==> config.mk <==
export PLATFORM = sky130hd
export DESIGN_NAME = bus_fifo_periph_flat
export DESIGN_NICKNAME = d
export VERILOG_FILES = /design/src/rtl/bus_periph_pkg.sv /design/src/rtl/bus_fifo_periph_if.sv /design/src/rtl/bus_fifo_periph_fifo_mem.sv /design/src/rtl/bus_fifo_periph.sv /design/src/flat_wrapper.sv
export SDC_FILE = /design/constraint.sdc
export NUM_CORES = 1
export LEC_CHECK = 0
export ABC_AREA = 0
export BUFFER_PORTS_ARGS = -buffer_cell sky130_fd_sc_hd__buf_4
export CAP_MARGIN = 15
export CORE_MARGIN = 2
export CORE_UTILIZATION = 55
export CTS_CLUSTER_DIAMETER = 100
export DETAILED_ROUTE_END_ITERATION = 16
export HOLD_SLACK_MARGIN = 0.1
export PLACE_DENSITY = 0.73
export SLEW_MARGIN = 20
export SYNTH_ARGS = -nofsm -noshare
export SYNTH_HDL_FRONTEND = slang
export SYNTH_SLANG_ARGS = --single-unit
==> constraint.sdc <==
create_clock -name i_clk -period 5.6 [get_ports i_clk]
set_input_delay 1.12 -clock i_clk [delete_from_list [all_inputs] [get_ports i_clk]]
set_output_delay 1.12 -clock i_clk [all_outputs]
set_load 0.02 [all_outputs]
==> src/rtl/bus_periph_pkg.sv <==
// rtl/bus_periph_pkg.sv - shared register map constants for CPU bus responders
package bus_periph_pkg;

    typedef enum logic [1:0] {
        REG_DATA   = 2'd0,
        REG_STATUS = 2'd1,
        REG_CTRL   = 2'd2,
        REG_THRESH = 2'd3
    } reg_idx_e;

    localparam int ST_EMPTY     = 0;
    localparam int ST_FULL      = 1;
    localparam int ST_OVF       = 2;
    localparam int ST_UNF       = 3;
    localparam int ST_LEVEL_LSB = 16;
    localparam int ST_LEVEL_W   = 9;

    localparam int CTL_FLUSH    = 0;
    localparam int CTL_CLR_ERR  = 1;

    localparam int THRESH_W     = 9;

    // Read response state: idle, or holding data until the strobe drops
    typedef enum logic {
        RSP_IDLE = 1'b0,
        RSP_HOLD = 1'b1
    } rsp_state_e;

    function automatic logic [31:0] pack_status(
        input logic                  empty,
        input logic                  full,
        input logic                  ovf,
        input logic                  unf,
        input logic [ST_LEVEL_W-1:0] level
    );
        logic [31:0] s;
        s                            = '0;
        s[ST_EMPTY]                  = empty;
        s[ST_FULL]                   = full;
        s[ST_OVF]                    = ovf;
        s[ST_UNF]                    = unf;
        s[ST_LEVEL_LSB +: ST_LEVEL_W] = level;
        return s;
    endfunction

endpackage

==> src/rtl/bus_fifo_periph_if.sv <==
// rtl/bus_fifo_periph_if.sv - strobed CPU bus between initiator and responder
interface bus_fifo_periph_if #(
    parameter int ADDR_W = 7
);
    logic              i_stb;
    logic              i_we;
    logic [ADDR_W-1:0] i_addr;
    logic [31:0]       i_data;
    logic [31:0]       o_data;
    logic              o_data_ready;

    modport master (
        output i_stb, i_we, i_addr, i_data,
        input  o_data, o_data_ready
    );

    modport slave (
        input  i_stb, i_we, i_addr, i_data,
        output o_data, o_data_ready
    );
endinterface

==> src/rtl/bus_fifo_periph_fifo_mem.sv <==
// rtl/bus_fifo_periph_fifo_mem.sv - DEPTH x 32 storage, sync write, async read
module fifo_mem #(
    parameter int DEPTH = 16,
    parameter int PTR_W = $clog2(DEPTH)
) (
    input  logic             clk,
    input  logic             we,
    input  logic [PTR_W-1:0] waddr,
    input  logic [31:0]      wdata,
    input  logic [PTR_W-1:0] raddr,
    output logic [31:0]      rdata
);
    logic [31:0] mem [DEPTH];

    // Storage has no reset; only pointer-addressed words are ever read back
    always_ff @(posedge clk) begin
        if (we) begin
            mem[waddr] <= wdata;
        end
    end

    assign rdata = mem[raddr];
endmodule

==> src/rtl/bus_fifo_periph.sv <==
// rtl/bus_fifo_periph.sv - word FIFO bus responder; FIFO_IRQ_EN enables THRESH and o_irq
module bus_fifo_periph
    import bus_periph_pkg::*;
#(
    parameter int DEPTH  = 16,
    parameter int ADDR_W = 7
) (
    input  logic              i_clk,
    input  logic              i_rst,
    bus_fifo_periph_if.slave  bus,
    output logic              o_irq
);
    localparam int PTR_W = $clog2(DEPTH);
    localparam int LVL_W = PTR_W + 1;

    logic             stb_q;
    logic             start;
    logic             in_range;
    reg_idx_e         reg_sel;
    logic             wr_fire;
    logic             rd_req;
    logic             push;
    logic             pop;
    logic             ctl_wr;
    logic [PTR_W-1:0] wptr;
    logic [PTR_W-1:0] rptr;
    logic [LVL_W-1:0] level;
    logic             ovf;
    logic             unf;
    logic             empty;
    logic             full;
    logic [ST_LEVEL_W-1:0] level9;
    logic [31:0]      mem_rdata;
    logic [31:0]      thresh_rd;
    logic [31:0]      rd_word;
    rsp_state_e       state_q;
    rsp_state_e       state_d;
    logic             rsp_load;
    logic             rsp_clear;

    assign start    = bus.i_stb && !stb_q;
    assign in_range = (bus.i_addr[ADDR_W-1:4] == '0);
    assign reg_sel  = reg_idx_e'(bus.i_addr[3:2]);
    assign wr_fire  = start && bus.i_we && in_range;
    assign rd_req   = start && !bus.i_we;
    assign push     = wr_fire && (reg_sel == REG_DATA);
    assign pop      = rd_req && in_range && (reg_sel == REG_DATA);
    assign ctl_wr   = wr_fire && (reg_sel == REG_CTRL);
    assign empty    = (level == '0);
    assign full     = (level == LVL_W'(DEPTH));
    assign level9   = ST_LEVEL_W'(level);

    wire unused_addr = &{1'b0, bus.i_addr[1:0]};

    // Strobe history resets high so a strobe held through reset release is ignored
    always_ff @(posedge i_clk or posedge i_rst) begin
        if (i_rst) begin
            stb_q <= 1'b1;
        end else begin
            stb_q <= bus.i_stb;
        end
    end

    // Pointers, level and sticky error flags
    always_ff @(posedge i_clk or posedge i_rst) begin
        if (i_rst) begin
            wptr  <= '0;
            rptr  <= '0;
            level <= '0;
            ovf   <= 1'b0;
            unf   <= 1'b0;
        end else begin
            if (push) begin
                if (full) begin
                    ovf <= 1'b1;
                end else begin
                    wptr  <= wptr + PTR_W'(1);
                    level <= level + LVL_W'(1);
                end
            end
            if (pop) begin
                if (empty) begin
                    unf <= 1'b1;
                end else begin
                    rptr  <= rptr + PTR_W'(1);
                    level <= level - LVL_W'(1);
                end
            end
            if (ctl_wr) begin
                if (bus.i_data[CTL_FLUSH]) begin
                    wptr  <= '0;
                    rptr  <= '0;
                    level <= '0;
                end
                if (bus.i_data[CTL_CLR_ERR]) begin
                    ovf <= 1'b0;
                    unf <= 1'b0;
                end
            end
        end
    end

    fifo_mem #(
        .DEPTH (DEPTH),
        .PTR_W (PTR_W)
    ) u_mem (
        .clk   (i_clk),
        .we    (push && !full),
        .waddr (wptr),
        .wdata (bus.i_data),
        .raddr (rptr),
        .rdata (mem_rdata)
    );

`ifdef FIFO_IRQ_EN
    logic [THRESH_W-1:0] thresh_q;

    // Software threshold for the level interrupt
    always_ff @(posedge i_clk or posedge i_rst) begin
        if (i_rst) begin
            thresh_q <= THRESH_W'(DEPTH);
        end else if (wr_fire && (reg_sel == REG_THRESH)) begin
            thresh_q <= bus.i_data[THRESH_W-1:0];
        end
    end

    // Interrupt registered one cycle behind level/threshold; zero threshold disables it
    always_ff @(posedge i_clk or posedge i_rst) begin
        if (i_rst) begin
            o_irq <= 1'b0;
        end else begin
            o_irq <= (level9 >= thresh_q) && (thresh_q != '0);
        end
    end

    assign thresh_rd = 32'(thresh_q);
`else
    assign o_irq     = 1'b0;
    assign thresh_rd = '0;
`endif

    // Read mux; out-of-range and write-only registers read as zero
    always_comb begin
        rd_word = '0;
        if (in_range) begin
            case (reg_sel)
                REG_DATA:   rd_word = empty ? 32'h0 : mem_rdata;
                REG_STATUS: rd_word = pack_status(empty, full, ovf, unf, level9);
                REG_CTRL:   rd_word = '0;
                REG_THRESH: rd_word = thresh_rd;
                default:    rd_word = '0;
            endcase
        end
    end

    // Response state register
    always_ff @(posedge i_clk or posedge i_rst) begin
        if (i_rst) begin
            state_q <= RSP_IDLE;
        end else begin
            state_q <= state_d;
        end
    end

    // Capture read data on start, hold it until the strobe is seen low
    always_comb begin
        state_d   = state_q;
        rsp_load  = 1'b0;
        rsp_clear = 1'b0;
        case (state_q)
            RSP_IDLE: begin
                if (rd_req) begin
                    rsp_load = 1'b1;
                    state_d  = RSP_HOLD;
                end
            end
            RSP_HOLD: begin
                if (!bus.i_stb) begin
                    rsp_clear = 1'b1;
                    state_d   = RSP_IDLE;
                end
            end
            default: state_d = RSP_IDLE;
        endcase
    end

    // Registered read data and ready
    always_ff @(posedge i_clk or posedge i_rst) begin
        if (i_rst) begin
            bus.o_data       <= '0;
            bus.o_data_ready <= 1'b0;
        end else if (rsp_load) begin
            bus.o_data       <= rd_word;
            bus.o_data_ready <= 1'b1;
        end else if (rsp_clear) begin
            bus.o_data       <= '0;
            bus.o_data_ready <= 1'b0;
        end
    end
endmodule

==> src/flat_wrapper.sv <==
// flat-port wrapper written by rule: the top's interface ports become plain ports
module bus_fifo_periph_flat import bus_periph_pkg::*;
#(
    parameter int DEPTH  = 16,
    parameter int ADDR_W = 7
)
  (i_clk, i_rst, o_irq, bus_i_stb, bus_i_we, bus_i_addr, bus_i_data, bus_o_data, bus_o_data_ready);
  bus_fifo_periph_if #(.ADDR_W(ADDR_W)) bus_i ();
  input  logic i_clk;
  input  logic i_rst;
  output logic o_irq;
  input wire logic [$bits(bus_i.i_stb)-1:0] bus_i_stb;
  input wire logic [$bits(bus_i.i_we)-1:0] bus_i_we;
  input wire logic [$bits(bus_i.i_addr)-1:0] bus_i_addr;
  input wire logic [$bits(bus_i.i_data)-1:0] bus_i_data;
  output wire logic [$bits(bus_i.o_data)-1:0] bus_o_data;
  output wire logic [$bits(bus_i.o_data_ready)-1:0] bus_o_data_ready;
  assign bus_i.i_stb = bus_i_stb;
  assign bus_i.i_we = bus_i_we;
  assign bus_i.i_addr = bus_i_addr;
  assign bus_i.i_data = bus_i_data;
  assign bus_o_data = bus_i.o_data;
  assign bus_o_data_ready = bus_i.o_data_ready;
  bus_fifo_periph #(.DEPTH(DEPTH), .ADDR_W(ADDR_W)) u_core (.i_clk(i_clk), .i_rst(i_rst), .bus(bus_i), .o_irq(o_irq));
endmodule
======== Yosys cells after proc, flatten, opt, wreduce, memory -nomap -nowiden ========
Memories as Yosys holds them, arrays and structs flattened.
Cells that the tools add are included.
word-level totals
  register bits ........................... 50
  bits in writable memories ............... 512
  input port bits ......................... 43
  output and inout port bits .............. 34
  word-level logic and storage cells ...... 73
  memories ................................ 1
memory list
  memory            depth  bits a word  read ports  clocked after Yosys merged registers in  write ports  line                            text
  u_core.u_mem.mem  16     32           1           0                                        1            bus_fifo_periph_fifo_mem.sv:13  logic [31:0] mem [DEPTH];
operators by class
  $add $sub $neg .......................... 4
  eq/ne operators ......................... 4
  muxes and demuxes ....................... 37
  bitwise operators ....................... 1
  reductions and logical operators ........ 17
operator list
  kind                   count
  $mux W32               4
  $pmux W32 S3           1
  $mux W4                8
  $mux W5                6
  $mux W1                17
  $logic_and A1 B1 Y1    9
  $add A4 B1 Y4 const B  2
  $add A5 B1 Y5 const B  1
  $eq A5 B5 Y1 const B   1
  $logic_not A5 Y1       1
  $sub A5 B1 Y5 const B  1
  $eq A2 B2 Y1 const B   2
  $logic_not A1 Y1       3
  $logic_not A3 Y1       1
  $eq A2 B1 Y1 const B   1
  $logic_not A2 Y1       1
  $pmux W1 S2            1
  $reduce_bool A2 Y1     1
  $reduce_or A2 Y1       1
  $not A1 Y1             1

======== Logic depth before layout (Yosys ltp) ========
Gate-level depths: netlist of the first run.
  depth in word-level cells ............... 10
  mapped depth ............................ 8
  gate-level depth less buffers ........... 7

======== Hierarchy ========
From an unflattened synthesis of the first run, not the netlist that was laid out.
unflattened totals
  cells, all modules ...................... 1023
  area total of the unflattened synthesis .. 21573.2 µm²
by module, submodules not included
  module           instances  cells an instance  area each (µm²)
  fifo_mem         1          806                19213.4
  bus_fifo_periph  1          217                2359.8

======== Worst setup path before layout of the first run ========
No wires, ideal clock.
  path kind ............................... in2reg
  start point ............................. input bus_i_addr[5]
  end point ............................... memory u_core.u_mem.mem[0][0], enable pin
  library setup time ...................... 0.502 ns
  data arrival time ....................... 5.418 ns
  required time ........................... 5.098 ns
  setup slack ............................. -0.320 ns
  stages on the path ...................... 4
  buffers on the path ..................... 1
  path through ............................ or4b_4 or4_1 buf_6 nor4_1
on the way
  word-level cells in the longest chain between the ends .. 6
ends and longest elaborated chain
  item                           line                            text
  start, declared                flat_wrapper.sv:14              input wire logic [$bits(bus_i.i_addr)-1:0] bus_i_addr;
  $logic_not A3 Y1               bus_fifo_periph.sv:42           assign in_range = (bus.i_addr[ADDR_W-1:4] == '0);
  $logic_and A1 B1 Y1            bus_fifo_periph.sv:44           assign wr_fire = start && bus.i_we && in_range;
  $logic_and A1 B1 Y1            bus_fifo_periph.sv:46           assign push = wr_fire && (reg_sel == REG_DATA);
  $logic_and A1 B1 Y1            bus_fifo_periph.sv:108          .we (push && !full),
  $mux W1                        bus_fifo_periph_fifo_mem.sv:17  if (we) begin
  $mux W1 (implied by the code)  bus_fifo_periph_fifo_mem.sv:18  mem[waddr] <= wdata;
  end, declared                  bus_fifo_periph_fifo_mem.sv:13
No other way between the ends.

======== Worst setup path in the final report of the first run ========
  start point ............................. input bus_i_addr[5]
  end point ............................... memory u_core.u_mem.mem[14][22], enable pin
Same word-level chain as after synthesis.

==> results of run 1 <==
[per-stage QoR]
stage | cell area (sq um) | total power, W | instances | utilization (%)
after floorplan | 21900 | 0.00484 | 1043 | -
after global placement | 23100 | 0.00496 | 1609 | 58.7
after detailed placement | 23200 | 0.00497 | 1610 | 58.8
after CTS | 25000 | 0.00859 | 1714 | 63.3
final | 25000 | 0.00852 | 1716 | 63.3
after global routing | 25000 | 0.00877 | 1715 | 63.3
[path summary, 6_finish.rpt]
check                                            to                    start
min in group asynchronous     u_core.bus.o_data[25]                    i_rst
hold / removal              u_core.bus.o_data_ready  u_core.bus.o_data_ready
setup / recovery           u_core.u_mem.mem[14][22]            bus_i_addr[5]
setup reg to reg           u_core.u_mem.mem[14][22]          u_core.level[0]
hold reg to reg             u_core.bus.o_data_ready  u_core.bus.o_data_ready
max in group asynchronous            u_core.rptr[3]                    i_rst
[power by group]
| part | switching, W | internal (W) | total [W] |
|---|---|---|---|
| clock | 0.00150 | 0.00214 | 0.00364 |
| combinational | 0.000152 | 0.000119 | 0.000271 |
| sequential | 0.0000254 | 0.00458 | 0.00461 |
[worst reg2reg max path, stage by stage (launching register included)]
cell and delay (ns):
dfrtp_1 0.49, inv_1 0.08, ha_1 0.27, nor4bb_1 0.24, or4_1 0.84, inv_1 0.21
nand3_1 0.35, nor2_4 0.66, buf_12 0.27
[state kept, by name (all words and copies together) (netlist names)]
| register | flops |
|---|---|
| u_core.state_q | 1 |
| u_core.ovf | 1 |
| u_core.wptr | 4 |
| u_core.rptr | 4 |
| u_core.u_mem.mem | 512 |
| u_core.level | 5 |
| u_core.bus.o_data_ready | 1 |
| u_core.stb_q | 1 |
| u_core.bus.o_data | 32 |
| u_core.unf | 1 |
[cells in the final DEF (no fill, tap or decap), types with 4 or more instances in the layout]
cell type	netlist	layout
clkbuf_8	0	5
dfrtp_1	49	45
buf_4	3	98
nand3_1	6	6
o211ai_1	7	7
nor2_1	22	18
clkinv_2	0	13
clkbuf_1	31	17
a21oi_1	29	28
or3_1	9	9
bufinv_16	0	5
a211oi_1	23	23
nor2_4	0	4
a31oi_1	6	6
o21ai_0	4	4
ha_1	7	7
nor4_2	1	4
nor2b_1	24	24
mux4_2	128	128
nand4_1	4	4
and2_2	0	8
clkbuf_16	0	56
dfrtp_4	0	4
xor2_1	4	4
inv_1	12	11
a22o_1	23	23
a22oi_1	8	8
nand2_1	13	13
edfxtp_1	512	512
mux2i_1	40	40
[cells by family (layout without fill, tap and decap cells)]
kind of cell    after synthesis  after routing  share of synthesized area (%)
compound gates              107            107                           3.42
xor+xnor                      7              7                          0.280
fa+ha+maj                     7              7                          0.401
buf+inv                      72            218                           1.45
flops                       562            562                           76.0
mux                         171            171                           15.2
other cells                   1              3                         0.0171
simple gates                116            116                           3.23
[per-layer routing]
| metal | global-route usage [%] | up-vias | part of all wire (%) |
|---|---|---|---|
| li1 | - | 4532 | - |
| met1 | 31.4 | 5622 | 43 |
| met5 | 0 | - | 0 |
| met4 | 5.71 | 0 | 1.8 |
| met3 | 4.41 | 57 | 5.9 |
| met2 | 35.6 | 349 | 49 |
[area by class of cell]
| type | instances | area (sq um) | area share [%] |
|---|---|---|---|
| clock buffers | 78 | 1530 | 6.14 |
| multi-input cells | 409 | 5010 | 20.1 |
| diodes | 2 | 5.00 | 0.0200 |
| well taps | 525 | 657 | 2.63 |
| flip-flops and latches | 562 | 16600 | 66.6 |
| clock inverters | 26 | 275 | 1.10 |
| repair buffers | 102 | 823 | 3.29 |
| inverters | 12 | 45.0 | 0.180 |
==> run metrics, run 1 <==
status=completed; fillers=2,648; vias=10,600; critical path data arrival time=4.13 ns; post-CTS setup buffers=0; CORE AREA=39,500 sq um; # nets final=1,192; initial antenna violation count=1; Initial Utilization=55.4%; per-cell routed wire length=25.6 um; Clock Tree Root=clkbuf_16; power density over the cells=341 nW/um^2; Worst-path clk slew=0.06 ns; Reg2Reg Setup Slack=1.89 ns; Post-synth top cells=edfxtp_1 (512), mux4_2 (128), dfrtp_1 (49); Worst-Margin Slew=1.10 ns; PortBufs=73; area delta synth->final=14.3%; synthesized area=21,900 sq um; Chip Height=203 um; Worst Setup End Kind=register; r2r worst-path depth=8; Placer Congestion=0.817; DP Worst Slack=1.23 ns; PostCTS Resize Cnt=0; RSZ-0062 raised after global routing=false; Slew Viols, Final=0; period utilisation layout=68.5%; most common cell in the netlist=edfxtp_1; Slew HR=26.5%; stages on the worst setup path=7; CTS buffer count=55; hold path depth=1; CTS sink cnt=562; # rows=73; GR Overflow Total=0; Antenna Violating Nets Remaining=0; Crit path required time=5.89 ns; Clock Path Buffers=3; vias in the first global route=11,000; FF+latch count, synth=562; HPWL after DPL=24,000 um; wire length of the first global-routing pass=67,100 um; Slowest cell on crit path=or4_1; clk_skew=0.0173 ns; TritonRoute pass-1 iters=5; Final Hold Viols=0; pin count of the biggest net entering global routing=59; Worst IR Drop VDD=233 uV; Clk Latency, worst-skew pair=0.60 ns; DR iter-0 viols=1,091; syn_nets=1,093; Total GRT Usage=22.0%; syn_area_per_cell=21.0 sq um; hold buffers post-CTS=0; register area share after synthesis=76.0%; Fin Hold WS=0.478 ns; Vias/cell=6.15; Ys Warns=0; H-tree depth=2; number of setup violations in the final report=0; # IOs=77; layout cells sized above 1=29.4%; Post-route DRC=0; die area=41,400 sq um; final setup TNS=0 ns; MaxCap Viol Count=0; Cell variety after synth=51; leakage=8.01 nW; CP max FO=17; Mapped Cells=1,043; TritonCTS clock tree=yes; CP Buf/Inv Count=3; Primary FF master, synth=edfxtp_1; number of synthesized flops with an enable pin=512; setup ws final=1.76 ns; Post-Route WL=44,000 um; startpoint types=primary input; hold crit path type=register to register; clock period minus worst slack=3.84 ns; max frequency=261 MHz; post-synth top area cell=edfxtp_1; die width=203 um; async set-reset flop share out of synthesis=8.90%; max incr delay on CP=0.84 ns; Area contributors post-synth=edfxtp_1 (70%), mux4_2 (13%), dfrtp_1 (5.6%); post-synth top area share=70.3%; cell family with the largest share of critical-path delay=simple AND/OR/NAND/NOR gates; critical-path cell list=buf_4, or4b_4, or4_1, inv_1, nand3_1, nor2_4, buf_12; critical path class=primary input to register
No activity file was read; power rests on OpenSTA's default activity.
==> inputs of run 2 (changes only) <==
--- a/config.mk
+++ b/config.mk
@@ -9,11 +9,11 @@
 export BUFFER_PORTS_ARGS = -buffer_cell sky130_fd_sc_hd__buf_4
 export CAP_MARGIN = 15
 export CORE_MARGIN = 2
-export CORE_UTILIZATION = 55
+export CORE_UTILIZATION = 61
 export CTS_CLUSTER_DIAMETER = 100
 export DETAILED_ROUTE_END_ITERATION = 16
 export HOLD_SLACK_MARGIN = 0.1
-export PLACE_DENSITY = 0.73
+export PLACE_DENSITY = 0.77
 export SLEW_MARGIN = 20
 export SYNTH_ARGS = -nofsm -noshare
 export SYNTH_HDL_FRONTEND = slang
==> constraint.sdc (replaced) <==
create_clock -name i_clk -period 3.95 [get_ports i_clk]
set_input_delay 0.79 -clock i_clk [delete_from_list [all_inputs] [get_ports i_clk]]
set_output_delay 0.79 -clock i_clk [all_outputs]
set_load 0.02 [all_outputs]
==> run 2 against run 1 <==
Effect of this change:
- final cell count fell by 2.7%
- sequential share of layout area fell by 0.42 points
- largest power group unchanged
- clock power rose by 45%
- global-route usage rose by 3.5 points
- flip-flop and latch count did not move
- register-to-register slack got worse by 1.1 ns
- core utilization rose by 7.7 points
- hold slack got worse by 0.13 ns
==> run metrics, run 2 (synthesis gave the netlist of run 1 again) <==
status=completed; sw frac=19.6% (-0.038 points); most common cell after layout, fill and taps aside=edfxtp_1; CTS buffer count=54 (-1.8%); Reg2Reg Setup Slack=0.75 ns (-1.14 ns); Fin Hold WS=0.345 ns (-0.133 ns); TritonCTS clock tree=yes; setup ws final=0.752 ns (-1.01 ns); critical path class=register to register; vias in the first global route=11,300 (+2.6%); RSZ-0062 raised after global routing=false; period utilisation layout=81.0%; Total GRT Usage=25.5% (+3.5 points); commonest cells after routing, fill and taps aside=edfxtp_1 (512), mux4_2 (128), buf_4 (117); met3 Use GR=4.72% (+0.31 points); CP startpoint=u_core.level[0]; die width=193 um (-4.9%); Slew HR=29.4% (+2.9 points); startpoint types=register; vias=10,900 (+3.0%); Antenna Violating Nets Remaining=0 (unchanged); hold path depth=1 (unchanged); Chip Height=193 um (-4.9%); Worst IR Drop VDD=535 uV (+130%); fillers=2,058 (-22%); leakage=8.14 nW (+1.7%); DR iter-0 viols=1,030 (-5.6%); post-CTS setup buffers=0 (unchanged); # IOs=77 (unchanged); # rows=69 (-5.5%); die area=37,400 sq um (-9.6%); r2r worst-path depth=8 (unchanged); critical path data arrival time=3.48 ns (-0.65 ns); clk_skew=0.0279 ns (+0.0106 ns); power density over the cells=486 nW/um^2 (+42%); worst hold path endpoint=u_core.stb_q; met1 Track Usage GR=35.4% (+4.0 points); Post-Route WL=46,700 um (+6.2%); Biggest register=u_core.u_mem.mem; clock power share=43.3% (+0.6 points); Worst R2R End=u_core.u_mem.mem[6][0]; TritonRoute pass-1 iters=7 (+2); Sequential Power Share=53.4% (-0.7 points); Reg2Reg Launch Point=u_core.level[0]; DP Worst Slack=0.419 ns (-0.809 ns); H-tree depth=2 (unchanged); CP max FO=20 (+3); GR Overflow Total=0 (unchanged); biggest regs=u_core.u_mem.mem x512, u_core.bus.o_data x32, u_core.level x5; Worst-path clk slew=0.06 ns (about the same); PortBufs=73 (unchanged); Worst Setup End Kind=register; max FFs per register=512 (unchanged); Switch Pwr=0.00240 W (+43%); Vias/cell=6.52 (+5.9%); Final Hold Viols=0 (unchanged); Clock Tree Root=clkbuf_16; Initial Utilization=61.8% (+6.4 points); per-cell routed wire length=28.0 um (+9.2%); area taken by multi-input logic gates=5040 sq um (+0.57%); internal power=0.00982 W (+43%); Placer Congestion=0.854 (+4.6%); ANT cells=0 (-2); met2 Usage GRT=41.5% (+5.9 points); layout cells sized above 1=30.4% (+0.94 points); wire length of the first global-routing pass=70,200 um (+4.7%); Slew Viols, Final=0 (unchanged); Crit path required time=4.24 ns (-1.65 ns); pin count of the biggest net entering global routing=75 (+27%); hold crit path type=primary input to register; PostCTS Resize Cnt=0 (unchanged); max frequency=313 MHz; initial antenna violation count=1 (unchanged); CORE AREA=35,400 sq um (-10%); number of setup violations in the final report=0 (unchanged); HP Start=bus_i_stb; Clock Path Buffers=3 (unchanged); hold buffers post-CTS=0 (unchanged); area delta synth->final=15.0%; CTS sink cnt=562 (unchanged); Clk Latency, worst-skew pair=0.60 ns (about the same); Register Area=16,600 sq um (unchanged); Comb power frac=3.3% (about the same); MaxCap Viol Count=0 (unchanged); GR peak layer=met2; Worst-Margin Slew=1.06 ns (-0.0356 ns); HPWL after DPL=26,100 um (+8.7%); Post-route DRC=0 (unchanged); clock period minus worst slack=3.20 ns; # nets final=1,212 (+1.7%)
[run 2: cell count changes in the layout (fill, tap and decap cells not counted), moves of 4 or more]
cell      delta
buf_4       +19
clkbuf_1     -7
clkinv_1     +8
clkinv_2     -4
nor4_2       -4
nor4_4       +4
[run 2: worst max-delay path by stage]
stage                                  end  cells after the start
floorplan           u_core.u_mem.mem[0][0]                      4
global placement    u_core.u_mem.mem[7][6]                      7
detailed placement  u_core.u_mem.mem[6][6]                      7
CTS                 u_core.u_mem.mem[6][0]                      8
global route        u_core.u_mem.mem[6][0]                      8
finish              u_core.u_mem.mem[6][0]                      8
[run 2: area by class of cell]
type                    instances  area share (%)
repair buffers                123            3.97
clock buffers                  74            6.20
multi-input cells             409            20.0
clock inverters                28            1.14
well taps                     461            2.29
flip-flops and latches        562            66.2
inverters                      12           0.184
[run 2: through the flow]
step | cell area (sq um) | cells | power, W | TNS, ns | util, %
after floorplan | 21900 | 1043 | 0.00687 | -36.59 | -
after global placement | 23300 | 1566 | 0.00704 | 0 | 65.8
after detailed placement | 23300 | 1566 | 0.00705 | 0 | 65.8
after CTS | 25100 | 1668 | 0.0123 | 0 | 71.0
after global routing | 25200 | 1669 | 0.0125 | 0 | 71.1
final | 25200 | 1669 | 0.0122 | 0 | 71.1
[run 2: critical path, stage by stage, from the launching register on]
cell	delay [ns]
dfrtp_1	0.47
inv_1	0.09
ha_1	0.24
nor4bb_1	0.90
or4_1	0.31
buf_4	0.28
nor3b_4	0.08
and2_2	0.23
buf_4	0.27
[run 2: routing by layer]
metal  part of all wire (%)  up-vias  wire length (um)
met2                     50      567             23400
met1                     39     5665             18200
met5                      0        -                 0
met4                    2.9        0              1350
met3                    8.1       79              3780
li1                       -     4564                 -
[run 2: power groups by stage]
stage	Sequential, W	Clock (W)	Combinational [W]
floorplan	0.00664	0	0.000225
global placement	0.00665	0	0.000389
detailed placement	0.00665	0	0.000401
CTS	0.00653	0.00535	0.000405
global route	0.00653	0.00557	0.000439
finish	0.00653	0.00529	0.000404
==> inputs of run 3 (changes only) <==
--- a/config.mk
+++ b/config.mk
@@ -5,15 +5,15 @@
 export SDC_FILE = /design/constraint.sdc
 export NUM_CORES = 1
 export LEC_CHECK = 0
-export ABC_AREA = 0
+export ABC_AREA = 1
 export BUFFER_PORTS_ARGS = -buffer_cell sky130_fd_sc_hd__buf_4
 export CAP_MARGIN = 15
 export CORE_MARGIN = 2
-export CORE_UTILIZATION = 61
+export CORE_UTILIZATION = 56
 export CTS_CLUSTER_DIAMETER = 100
 export DETAILED_ROUTE_END_ITERATION = 16
 export HOLD_SLACK_MARGIN = 0.1
-export PLACE_DENSITY = 0.77
+export PLACE_DENSITY = 0.74
 export SLEW_MARGIN = 20
 export SYNTH_ARGS = -nofsm -noshare
 export SYNTH_HDL_FRONTEND = slang
==> constraint.sdc (replaced) <==
create_clock -name i_clk -period 2.8 [get_ports i_clk]
set_input_delay 0.56 -clock i_clk [delete_from_list [all_inputs] [get_ports i_clk]]
set_output_delay 0.56 -clock i_clk [all_outputs]
set_load 0.02 [all_outputs]
==> run 3 against run 2 <==
Effect of this change:
- setup slack worse by 0.54 ns
- via count rose by 39%
- sequential share of layout area down 2.8 points
- critical path type is now primary input to register
- largest power group unchanged
- highest routed layer unchanged
==> run metrics, run 3 <==
status=completed; vias in the first global route=14,700 (+30%); # rows=73 (+5.8%); critical path data arrival time=2.87 ns (-0.61 ns); cell family with the largest share of critical-path delay=simple AND/OR/NAND/NOR gates; number of setup violations in the final report=0 (unchanged); RSZ-0062 raised after global routing=false; initial antenna violation count=1 (unchanged); most common cell in the netlist=edfxtp_1; clock period minus worst slack=2.59 ns; GR Overflow Total=0 (unchanged); commonest cells after routing, fill and taps aside=edfxtp_1 (512), nand2_1 (435), nor2_1 (228); CTS buffer count=53 (-1.9%); register area share after synthesis=72.8% (-3.2 points); Ys Warns=0 (unchanged); critical path class=primary input to register; Comb power frac=10.2% (+6.9 points); Primary FF master, synth=edfxtp_1; # IOs=77 (unchanged); Post-Route WL=53,800 um (+15%); critical-path cell list=dlygate4sd3_1, buf_4, nand3_1, nor2_1, nand2_1, nor2_2, nand3_1, nor2_4, buf_12; clk_skew=0.0133 ns (-0.0147 ns); Worst Setup End Kind=register; Fin Hold WS=0.273 ns (-0.0719 ns); Slew Viols, Final=0 (unchanged); Worst-Margin Slew=0.971 ns (-0.0881 ns); max frequency=387 MHz; Worst-path clk slew=0.06 ns (about the same); fillers=2,844 (+38%); CTS sink cnt=562 (unchanged); Area contributors post-synth=edfxtp_1 (67%), nand2_1 (7.2%), dfrtp_1 (5.4%); TritonCTS clock tree=yes; HPWL after DPL=31,100 um (+19%); die width=206 um (+6.5%); TritonRoute pass-1 iters=6 (-1); syn_nets=1,995 (+83%); hold buffers post-CTS=2 (+2); FF+latch count, synth=562 (unchanged); period utilisation layout=92.3%; Sequential Power Share=51.4% (-2.0 points); clock power share=38.4% (-4.9 points); MaxCap Viol Count=0 (unchanged); Initial Utilization=57.1% (-4.7 points); Clock Path Buffers=3 (unchanged); die area=42,400 sq um (+13%); most common cell after layout, fill and taps aside=edfxtp_1; Mapped Cells=1,945 (+86%); max incr delay on CP=0.53 ns (-0.37 ns); post-synth top area cell=edfxtp_1; CP dominant cell by count=nand3_1; Total GRT Usage=25.9% (+0.43 points); Switch Pwr=0.00431 W (+80%); Cell variety after synth=33 (-35%); Vias/cell=5.79 (-11%); Slowest cell on crit path=dlygate4sd3_1; max FFs per register=512 (unchanged); leakage=9.85 nW (+21%); post-CTS setup buffers=0 (unchanged); biggest regs=u_core.u_mem.mem x512, u_core.bus.o_data x32, u_core.level x5; Chip Height=206 um (+6.5%); Biggest register=u_core.u_mem.mem; Worst IR Drop VDD=433 uV (-19%); Antenna Violating Nets Remaining=0 (unchanged); PortBufs=73 (unchanged); Tot Pwr=0.0180 W (+47%); Crit path required time=3.08 ns (-1.16 ns); wire length of the first global-routing pass=82,700 um (+18%); Post-route DRC=0 (unchanged); post-synth top area share=67.3% (-3.0 points); Register Area=16,600 sq um (about the same); Slew HR=35.2% (+5.8 points); fin util=65.7% (-5.4 points); power density over the cells=685 nW/um^2 (+41%); Placer Congestion=0.868 (+1.7%); vias=15,100 (+39%); # nets final=2,085 (+72%); Clk Latency, worst-skew pair=0.59 ns (about the same); layout cells sized above 1=12.3% (-18 points); sw frac=23.9% (+4.3 points); area delta synth->final=15.1% (about the same); hold crit path type=primary input to register; Finished Layout Cells=2,605 (+56%); placed cell count=2,502 (+60%); pin count of the biggest net entering global routing=170 (+130%); area taken by multi-input logic gates=5350 sq um (+6.0%); CP max FO=21 (+5.0%); per-cell routed wire length=20.6 um (-26%); synthesized area=22,800 sq um (+4.4%); Clock Tree Root=clkbuf_16; async set-reset flop share out of synthesis=8.90% (unchanged); internal power=0.0137 W (+39%); number of synthesized flops with an enable pin=512 (unchanged); Final Hold Viols=0 (unchanged); syn_area_per_cell=11.7 sq um (-44%); H-tree depth=2 (unchanged); startpoint types=primary input; Post-synth top cells=edfxtp_1 (512), nand2_1 (435), nor2_1 (244); PostCTS Resize Cnt=0 (unchanged); final setup TNS=0 ns (unchanged); CORE AREA=40,000 sq um (+13%); DR iter-0 viols=1,782 (+73%); CP Buf/Inv Count=3 (unchanged)
-- run 3: cell count changes after synthesis, moves of 102 or more --
cell	before	now
inv_1	12	114
mux4_2	128	0
nand2_1	13	435
nand3_1	6	144
nor2_1	22	244
o21ai_0	4	179
-- run 3: path summary, 6_finish.rpt --
check | startpoint | endpoint | slack [ns] | cells past startpoint
max reg2reg | u_core.level[0] | u_core.u_mem.mem[15][13] | 0.29 | 10
min in group asynchronous | i_rst | u_core.bus.o_data[31] | 0.57 | 3
min reg2reg | u_core.bus.o_data[15] | u_core.bus.o_data[15] | 0.48 | 2
min | bus_i_addr[2] | u_core.bus.o_data[16] | 0.27 | 4
max in group asynchronous | i_rst | u_core.rptr[0] | 1.50 | 4
max | bus_i_stb | u_core.u_mem.mem[15][13] | 0.21 | 9
-- run 3: cells by family after synthesis --
| kind of cell | Yosys count | synth area share [%] |
|---|---|---|
| AO/OA/AOI/OAI | 294 | 7.19 |
| adder cells (fa/ha/maj) | 7 | 0.384 |
| AND/OR/NAND/NOR | 849 | 15.1 |
| XOR/XNOR | 4 | 0.153 |
| flip-flops | 562 | 72.8 |
| buffers and inverters | 228 | 4.32 |
| other | 1 | 0.0164 |
-- run 3: area by class of cell --
cell class / count / area share [%]
Inverter: 121 / 1.75
Antenna cell: 1 / 0.00953
Sequential cell: 562 / 63.3
Multi-Input combinational cell: 1155 / 20.4
Timing Repair Buffer: 142 / 5.63
Clock inverter: 28 / 0.843
Tap cell: 525 / 2.50
Clock buffer: 71 / 5.58
-- run 3: power by group through the flow --
stage | clock network [W] | logic [W] | registers, W
floorplan | 0 | 0.00120 | 0.00941
global placement | 0 | 0.00175 | 0.00942
detailed placement | 0 | 0.00180 | 0.00942
CTS | 0.00699 | 0.00182 | 0.00925
global route | 0.00733 | 0.00204 | 0.00925
finish | 0.00691 | 0.00184 | 0.00925
-- run 3: stage by stage --
| stage | setup slack [ns] | cell area, sq um |
|---|---|---|
| floorplan | -0.356 | 22800 |
| global placement | 0.177 | 24500 |
| detailed placement | 0.119 | 24500 |
| CTS | 0.274 | 26200 |
| global route | 0.0681 | 26300 |
| finish | 0.215 | 26300 |
-- run 3: worst reg2reg max path: stages (launching register included) --
cell     delay [ns]
dfrtp_1        0.39
inv_1          0.11
ha_1           0.22
nand2_1        0.08
inv_2          0.05
nand2_4        0.07
nor2_1         0.06
nor2_2         0.38
nand3_1        0.35
nor2_4         0.25
buf_12         0.23
-- run 3: routing by layer --
layer / global-route usage [%] / routed length, um / vias to the layer above
li1: - / - / 6949
met1: 37.0 / 22000 / 7352
met2: 41.3 / 26100 / 691
met3: 3.69 / 4440 / 88
met4: 9.21 / 1240 / 0
met5: 0 / 0 / -
